==> config.mk <==
export PLATFORM = sky130hd
export DESIGN_NAME = bcd_downcount
export DESIGN_NICKNAME = d
export VERILOG_FILES = /design/src/rtl/bcd_downcount_pkg.sv /design/src/rtl/bcd_digit_down.sv /design/src/rtl/bcd_downcount.sv
export SDC_FILE = /design/constraint.sdc
export NUM_CORES = 1
export LEC_CHECK = 0
export ABC_AREA = 0
export CAP_MARGIN = 20
export CORE_ASPECT_RATIO = 1.5
export CORE_UTILIZATION = 46
export DETAILED_ROUTE_END_ITERATION = 16
export PLACE_DENSITY = 0.81
export SYNTH_ARGS = -nofsm -noshare
export SYNTH_HDL_FRONTEND = slang
export SYNTH_HIERARCHICAL = 1
export SYNTH_SLANG_ARGS = --single-unit
==> constraint.sdc <==
create_clock -name CLK -period 3.1 [get_ports CLK]
set_input_delay 0.465 -clock CLK [delete_from_list [all_inputs] [get_ports CLK]]
set_output_delay 0.465 -clock CLK [all_outputs]
set_load 0.01 [all_outputs]
==> src/rtl/bcd_downcount_pkg.sv <==
// Shared types, constants and helpers for the BCD countdown timer.
package bcd_downcount_pkg;

  localparam int BCD_W = 4;
  localparam logic [BCD_W-1:0] BCD_MAX = 4'd9;

  typedef enum logic [1:0] {
    IDLE   = 2'd0,
    RUN    = 2'd1,
    PAUSED = 2'd2
  } bcd_state_t;

  // Any non-decimal nibble (A..F) is stored as 9.
  function automatic logic [BCD_W-1:0] bcd_clamp(input logic [BCD_W-1:0] digit);
    return (digit > BCD_MAX) ? BCD_MAX : digit;
  endfunction

endpackage

==> src/rtl/bcd_digit_down.sv <==
// One BCD digit of the countdown chain: load has priority over decrement,
// 0 decrements to 9 and raises borrow_out for the next more significant digit.
module bcd_digit_down
  import bcd_downcount_pkg::*;
(
  input  logic             CLK,
  input  logic             RST_N,
  input  logic             load,
  input  logic [BCD_W-1:0] load_digit,
  input  logic             dec,
  output logic [BCD_W-1:0] digit,
  output logic             borrow_out
);

  logic [BCD_W-1:0] r_digit;

  // Digit register: load, else decrement with wrap 0 -> 9.
  always_ff @(posedge CLK or negedge RST_N) begin
    if (!RST_N) begin
      r_digit <= '0;
    end else if (load) begin
      r_digit <= load_digit;
    end else if (dec) begin
      r_digit <= (r_digit == '0) ? BCD_MAX : (r_digit - 1'b1);
    end
  end

  assign digit      = r_digit;
  assign borrow_out = dec && (r_digit == '0);

endmodule

==> src/rtl/bcd_downcount.sv <==
// Multi-digit BCD countdown timer with load, start/pause and a one-cycle
// done pulse on expiry.
// Optional feature: define BCD_DOWNCOUNT_RELOAD_EN for auto-reload, where
// expiry reloads the last loaded preset and the timer keeps running.
//
//   state  | meaning
//   IDLE   | count holds, waiting for start with a non-zero count
//   RUN    | one BCD decrement per tick_en
//   PAUSED | count holds, tick_en ignored, start resumes
module bcd_downcount
  import bcd_downcount_pkg::*;
#(
  parameter int DIGITS = 4
) (
  input  logic                    CLK,
  input  logic                    RST_N,
  input  logic                    load,
  input  logic [BCD_W*DIGITS-1:0] load_value,
  input  logic                    start,
  input  logic                    pause,
  input  logic                    tick_en,
  output logic [BCD_W*DIGITS-1:0] count,
  output logic                    zero,
  output logic                    busy,
  output logic                    done
);

  localparam int W = BCD_W * DIGITS;
  localparam logic [W-1:0] COUNT_ONE = W'(1);

  bcd_state_t r_state;
  bcd_state_t w_state_nxt;
  logic       w_done_nxt;
  logic       r_done;
  logic       r_busy;

  logic [W-1:0]    r_reload;
  logic [W-1:0]    w_load_clamped;
  logic [W-1:0]    w_dig_value;
  logic            w_dig_load;
  logic            w_tick_run;
  logic            w_count_is_one;
  logic            w_expire;
  logic            w_reload_now;
  logic            w_underflow;
  logic [DIGITS:0] w_borrow;

  // Clamp every preset digit independently.
  for (genvar gi = 0; gi < DIGITS; gi++) begin : g_clamp
    assign w_load_clamped[gi*BCD_W +: BCD_W] = bcd_clamp(load_value[gi*BCD_W +: BCD_W]);
  end

  assign zero           = (count == '0);
  assign w_count_is_one = (count == COUNT_ONE);

  // A tick is consumed only in RUN and only when neither load nor pause wins.
  assign w_tick_run = !load && (r_state == RUN) && !pause && tick_en;
  assign w_expire   = w_tick_run && w_count_is_one;

`ifdef BCD_DOWNCOUNT_RELOAD_EN
  assign w_reload_now = w_expire;
`else
  assign w_reload_now = 1'b0;
`endif

  // Reload replaces the final decrement, so the chain sees a load, not a dec.
  assign w_dig_load  = load || w_reload_now;
  assign w_dig_value = load ? w_load_clamped : r_reload;
  assign w_borrow[0] = w_tick_run && !w_reload_now;

  // A borrow out of the MSD means a tick hit 0 in RUN; not reachable in
  // normal operation, but it drops the FSM out of RUN instead of spinning.
  assign w_underflow = w_borrow[DIGITS];

  for (genvar gd = 0; gd < DIGITS; gd++) begin : g_digit
    bcd_digit_down u_digit (
      .CLK        (CLK),
      .RST_N      (RST_N),
      .load       (w_dig_load),
      .load_digit (w_dig_value[gd*BCD_W +: BCD_W]),
      .dec        (w_borrow[gd]),
      .digit      (count[gd*BCD_W +: BCD_W]),
      .borrow_out (w_borrow[gd+1])
    );
  end

  // Reload register tracks the most recent clamped preset.
  always_ff @(posedge CLK or negedge RST_N) begin
    if (!RST_N) begin
      r_reload <= '0;
    end else if (load) begin
      r_reload <= w_load_clamped;
    end
  end

  // Next-state and done decode; priority load > pause > start > tick_en.
  always_comb begin
    w_state_nxt = r_state;
    w_done_nxt  = 1'b0;
    if (load) begin
      w_state_nxt = IDLE;
    end else begin
      case (r_state)
        IDLE: begin
          if (!pause && start && !zero) begin
            w_state_nxt = RUN;
          end
        end
        RUN: begin
          if (pause) begin
            w_state_nxt = PAUSED;
          end else if (w_expire) begin
            w_done_nxt = 1'b1;
`ifdef BCD_DOWNCOUNT_RELOAD_EN
            w_state_nxt = RUN;
`else
            w_state_nxt = IDLE;
`endif
          end else if (w_underflow) begin
            w_state_nxt = IDLE;
          end
        end
        PAUSED: begin
          if (!pause && start && !zero) begin
            w_state_nxt = RUN;
          end
        end
        default: begin
          w_state_nxt = IDLE;
        end
      endcase
    end
  end

  // State, busy and done registers; busy mirrors the state being entered.
  always_ff @(posedge CLK or negedge RST_N) begin
    if (!RST_N) begin
      r_state <= IDLE;
      r_busy  <= 1'b0;
      r_done  <= 1'b0;
    end else begin
      r_state <= w_state_nxt;
      r_busy  <= (w_state_nxt == RUN);
      r_done  <= w_done_nxt;
    end
  end

  assign busy = r_busy;
  assign done = r_done;

endmodule

* Word-level counts from Yosys, hierarchy flattened
Cells that the tools add are included.
W data, S select, Z words.
** Operators by class
- Add/subtract/negate cells :: 4
- Order comparisons :: 4
- Eq/ne operators :: 4
- Muxes and demuxes :: 26
- Reductions and logical operators :: 24
** Operator list (number)
- $mux W4 :: 16
- $eq A16 B1 Y1 const B :: 1
- $gt A4 B4 Y1 const B :: 4
- $logic_not A16 Y1 :: 1
- $logic_not A4 Y1 :: 4
- $sub A4 B1 Y4 const B :: 4
- $logic_and A1 B1 Y1 :: 10
- $mux W2 :: 5
- $reduce_bool A2 Y1 :: 4
- $eq A2 B1 Y1 const B :: 2
- $mux W1 :: 4
- $pmux W2 S2 :: 1
- $logic_not A1 Y1 :: 3
- $eq A2 B2 Y1 const B :: 1
- $logic_not A2 Y1 :: 1
- $reduce_or A2 Y1 :: 1
** Word-level totals
- Register bits :: 20
- Logic and storage cells :: 69

* Depth between registers and ports, before layout
- Depth in word-level cells :: 14
- Depth in mapped cells :: 12

* Modules after synthesis
The synthesis kept the hierarchy.
** By module, submodules not included
- bcd_digit_down :: times used 4, cells each 22, area an instance 231.5 µm²
- bcd_downcount :: times used 1, cells each 92, area an instance 908.4 µm²

* Worst setup path before layout
Ideal clock, no wire load.
- Path type :: input -> register
- Start :: input port load
- End :: register r_busy (netlist: busy)
- Library setup time :: 133 ps
- Arrival time :: 3161 ps
- Data required time :: 2967 ps
- Path slack :: -194 ps
- Cell stages on the path :: 12
- Buffers on the path :: 0
- Cells stage by stage :: nor4b_1 and2_1 nor4b_4 nor2b_1 nor4b_4 nor2b_1 nor4b_4 nor2b_1 nor4b_4 nor2b_1 nand2b_1 o21ai_0
** On the way
- Cells in the longest elaborated chain, start to end :: 14
- Elaborated cells on any way between the ends :: 15
- Those cells by class :: 1 x eq/ne; 5 x mux; 9 x reduce/logical
** Ends and longest elaborated chain
- start, declared :: line bcd_downcount.sv:17 : input logic load,
- $logic_not A1 Y1 :: line bcd_downcount.sv:57 : assign w_tick_run = !load && (r_state == RUN) && !pause && tick_en;
- $logic_and A1 B1 Y1 (3 in series) :: line bcd_downcount.sv:57
- net w_borrow[0] :: line bcd_downcount.sv:46 : logic [DIGITS:0] w_borrow;
- $logic_and A1 B1 Y1 :: line bcd_digit_down.sv:29 : assign borrow_out = dec && (r_digit == '0);
- net w_borrow[1] :: line bcd_downcount.sv:46
- $logic_and A1 B1 Y1 :: line bcd_digit_down.sv:29
- net w_borrow[2] :: line bcd_downcount.sv:46
- $logic_and A1 B1 Y1 :: line bcd_digit_down.sv:29
- net w_borrow[3] :: line bcd_downcount.sv:46
- $logic_and A1 B1 Y1 :: line bcd_digit_down.sv:29
- net w_borrow[4] :: line bcd_downcount.sv:46
- $mux W2 :: line bcd_downcount.sv:119 : end else if (w_underflow) begin
- $mux W2 :: line bcd_downcount.sv:112 : end else if (w_expire) begin
- $mux W2 :: line bcd_downcount.sv:110 : if (pause) begin
- $pmux W2 S2 :: line bcd_downcount.sv:103 : case (r_state)
- $mux W2 :: line bcd_downcount.sv:100 : if (load) begin
- $eq A2 B1 Y1 :: line bcd_downcount.sv:143 : r_busy <= (w_state_nxt == RUN);
- end signal, assigned :: line bcd_downcount.sv:143
- end, declared :: line bcd_downcount.sv:35 : logic r_busy;
The timed path passes the listed nets, and every way through them passes these cells.
A chain may end at the register's enable or synchronous reset.

* Final worst setup path
- Start :: register g_digit[2].u_digit.r_digit[3]
- End :: output port zero
** On the way
- Cells in the longest elaborated chain, start to end :: 1
** Ends and longest elaborated chain
- start, declared :: line bcd_digit_down.sv:15 : logic [BCD_W-1:0] r_digit;
- start signal, assigned :: line bcd_digit_down.sv:22 : r_digit <= load_digit;
- start signal, assigned :: line bcd_digit_down.sv:24 : r_digit <= (r_digit == '0) ? BCD_MAX : (r_digit - 1'b1);
- $logic_not A16 Y1 :: line bcd_downcount.sv:53 : assign zero = (count == '0);
- end, declared :: line bcd_downcount.sv:23 : output logic zero,
Every way passes these cells.

==> results.yml <==
clock_network:
  clk_path_buf_depth: 2
  cts_buffers: 5
  cts_root_buf: "clkbuf_8"
  cts.clk_slew.worst_paths_ns: 0.07
  clkSinkCount: 36
  h-tree-depth: 2
  clk_latency_ns: 0.28
  tritoncts: "done"
detailed_routing:
  dr.pass1.iters: 4
  vias: 1511
  via_per_inst: 5.32
  ant_nets: 0
  drc: 0
  wl_per_cell_um: 14.3
  drt_iter0_markers: 43
  wl_um: 4050
pwr:
  power_density_nw_per_um2: 444
  ir_drop_mv: 0.355
  report.power.total_w: 0.00112
  leakage_nw: 1.00
setup_path:
  worstSetupStartpointType: "flop"
  slowest_stage: "or4_4"
  cp_data_arrival_time_ns: 2.49
  max_stage_delay_ns: 0.56
  cp_cell_sequence: "or4_4, or4_4, nor2_1, clkdlybuf4s50_1"
  cp-end-kind: "output pin"
  critPathRequiredTime_ns: 2.63
  crit_type: "reg2out"
  critical_path.most_common_cell: "or4_4"
  worstPathMaxFanout: 6
place:
  place.gp.congestion: 0.730
  portBuffers: 40
  dp_hpwl_um: 2670
synth:
  ys_seq_area_share_pct: 49.1
  syn_area_um2: 1830
  synth.largest_area_cell: "dfrtp_1"
  synth_most_common_cell: "dfrtp_1"
  netlist-cell-type-count: 31
  ys_ff_latch: 36
  synth_flop_cell: "dfrtp_1"
  synth_top_area_share_pct: 49.1
  ys_top_cells_by_area: "dfrtp_1, o21ai_0, nor4b_4, nand2_1, xnor2_1"
  synth_fp_nets: 202
  netlist_instances: 180
  avgSynthCellArea_um2: 10.2
  synth_edf_count: 0
  synth_warnings: 6
  synth.top_cells.by_count: "dfrtp_1, o21ai_0, nand2_1, inv_1, nor2b_1"
  async_reset_ff_share_pct: 100
floorplanning:
  core_area_um2: 3750
  start_util_pct: 48.9
  design.die.area_um2: 4250
  dieHeight_um: 79.3
  boundaryPins: 41
  fp-row-count: 27
  die_w_um: 53.6
cells_and_area:
  num_antenna_cells: 0
  finalNetCount: 262
  nFillCells: 318
  final_util_pct: 67.1
  synthToLayoutAreaGrowth_pct: 37.1
  drive_gt1_share_pct: 18.3
timing:
  finalSetupViolCount: 0
  fmax_ghz: 0.338
  fin_crit_sh_pct: 95.5
  skew_ns: 0.00380
  finalCriticalPeriod_ns: 2.96
  slew_headroom_pct: 62.8
  whs_ns: 0.502
  tns_ns: 0
  rsz0062_at_grt: "no"
  slew_violations: 0
  hold_viol_final: 0
  tightestPinTransition_ns: 0.558
global_route:
  grt_max_degree: 65
  antenna_found_initial: 0
  grtUsageTotal_pct: 21.5
  grt_pass1_wl_um: 6530
  top_usage_layer: "met2"
  grt_pass1_vias: 1508
  grt_util_met3_pct: 5.56
  grt.met1_usage_pct: 24.7
  grtUsageMet2_pct: 34.8
  grt_overflow: 0
hold_path:
  hold_path_class: "reg2reg"
flow_run:
  maxCapViolCount: 0
outcome:
  outcome: "completed"
==> cells in the final DEF (no fill, tap or decap), types with 2 or more instances in the layout <==
master,n
clkdlybuf4s50_1,38
dfrtp_1,35
o21ai_0,23
nand2_1,19
buf_4,16
inv_1,12
xnor2_1,8
a21oi_1,8
nand2b_1,6
nor2b_1,6
clkbuf_8,6
nor2_1,5
nor3_1,4
a31oi_1,4
mux2_2,4
nor4b_4,4
o21ai_1,4
and2b_1,4
nor3b_2,4
mux2i_1,4
o22ai_1,3
nand3b_1,3
nor2b_4,3
nor4_1,2
or4_4,2
clkbuf_1,2
==> sequential cells by signal (all words and copies together), names as in the netlist <==
| register | flops |
|---|---|
| busy | 1 |
| g_digit.u_digit/digit | 16 |
| done | 1 |
| r_reload | 16 |
| r_state | 2 |
==> cell families (layout without fill, tap and decap cells) <==
kind of cell | Yosys count | after routing | share of synthesized area (%)
AO/OA/AOI/OAI | 43 | 43 | 12.3
XOR/XNOR | 8 | 8 | 3.82
buffers and inverters | 15 | 76 | 3.07
multiplexers | 8 | 8 | 4.64
flip-flops | 36 | 36 | 49.1
AND/OR/NAND/NOR | 70 | 70 | 27.0
==> power breakdown <==
group	switching [W]	total, W	internal [W]
combinational	0.0000866	0.000201	0.000114
clock	0.000160	0.000341	0.000181
sequential	0.0000610	0.000574	0.000513
total	0.000307	0.00112	0.000809
==> through the flow <==
stage	cells	worst slack (ns)	area, µm²
after global routing	284	0.00692	2510
after CTS	279	0.00845	2460
after floorplan	180	0.0728	1850
final	284	0.141	2510
after detailed placement	271	-0.278	2370
after global placement	271	-0.208	2370
==> path summary, 6_finish.rpt <==
kind,from,endpoint,slack (ns),cells after the start
max,g_digit[2].u_digit/digit[3],zero,0.14,4
min,r_reload[7],r_reload[7],0.50,1
max reg2reg,r_state[1],r_state[0],0.30,12
min reg2reg,r_reload[7],r_reload[7],0.50,1
max in group asynchronous,RST_N,g_digit[2].u_digit/digit[0],2.15,2
min in group asynchronous,RST_N,done,0.59,2
==> critical path: cells and delay by family (launching register included) <==
kind / cells / cell delay [ns]
buf+inv: 1 / 0.55
flops: 1 / 0.47
simple gates: 3 / 1.20
==> final cells by class <==
cell class	count	area (µm²)	share of cell area [%]
Clock buffer	8	90.1	3.58
Inverter	12	45.0	1.79
Multi-Input combinational cell	129	906	36.0
Sequential cell	36	902	35.9
Tap cell	43	53.8	2.14
Timing Repair Buffer	56	518	20.6
==> metal layers <==
layer	vias up	part of all wire (%)
li1	745	-
met1	721	43
met2	39	52
met3	6	3.2
met4	0	1.7
met5	-	0
==> repair_timing <==
item | CTS | global route
endpoints found under the setup margin | 0 | 6
buffers inserted | 0 | 5
resized for setup | 0 | 5
hold endpoints to repair | 0 | 0
hold buffers | 0 | 0
Power figures use the tool's default switching activity.
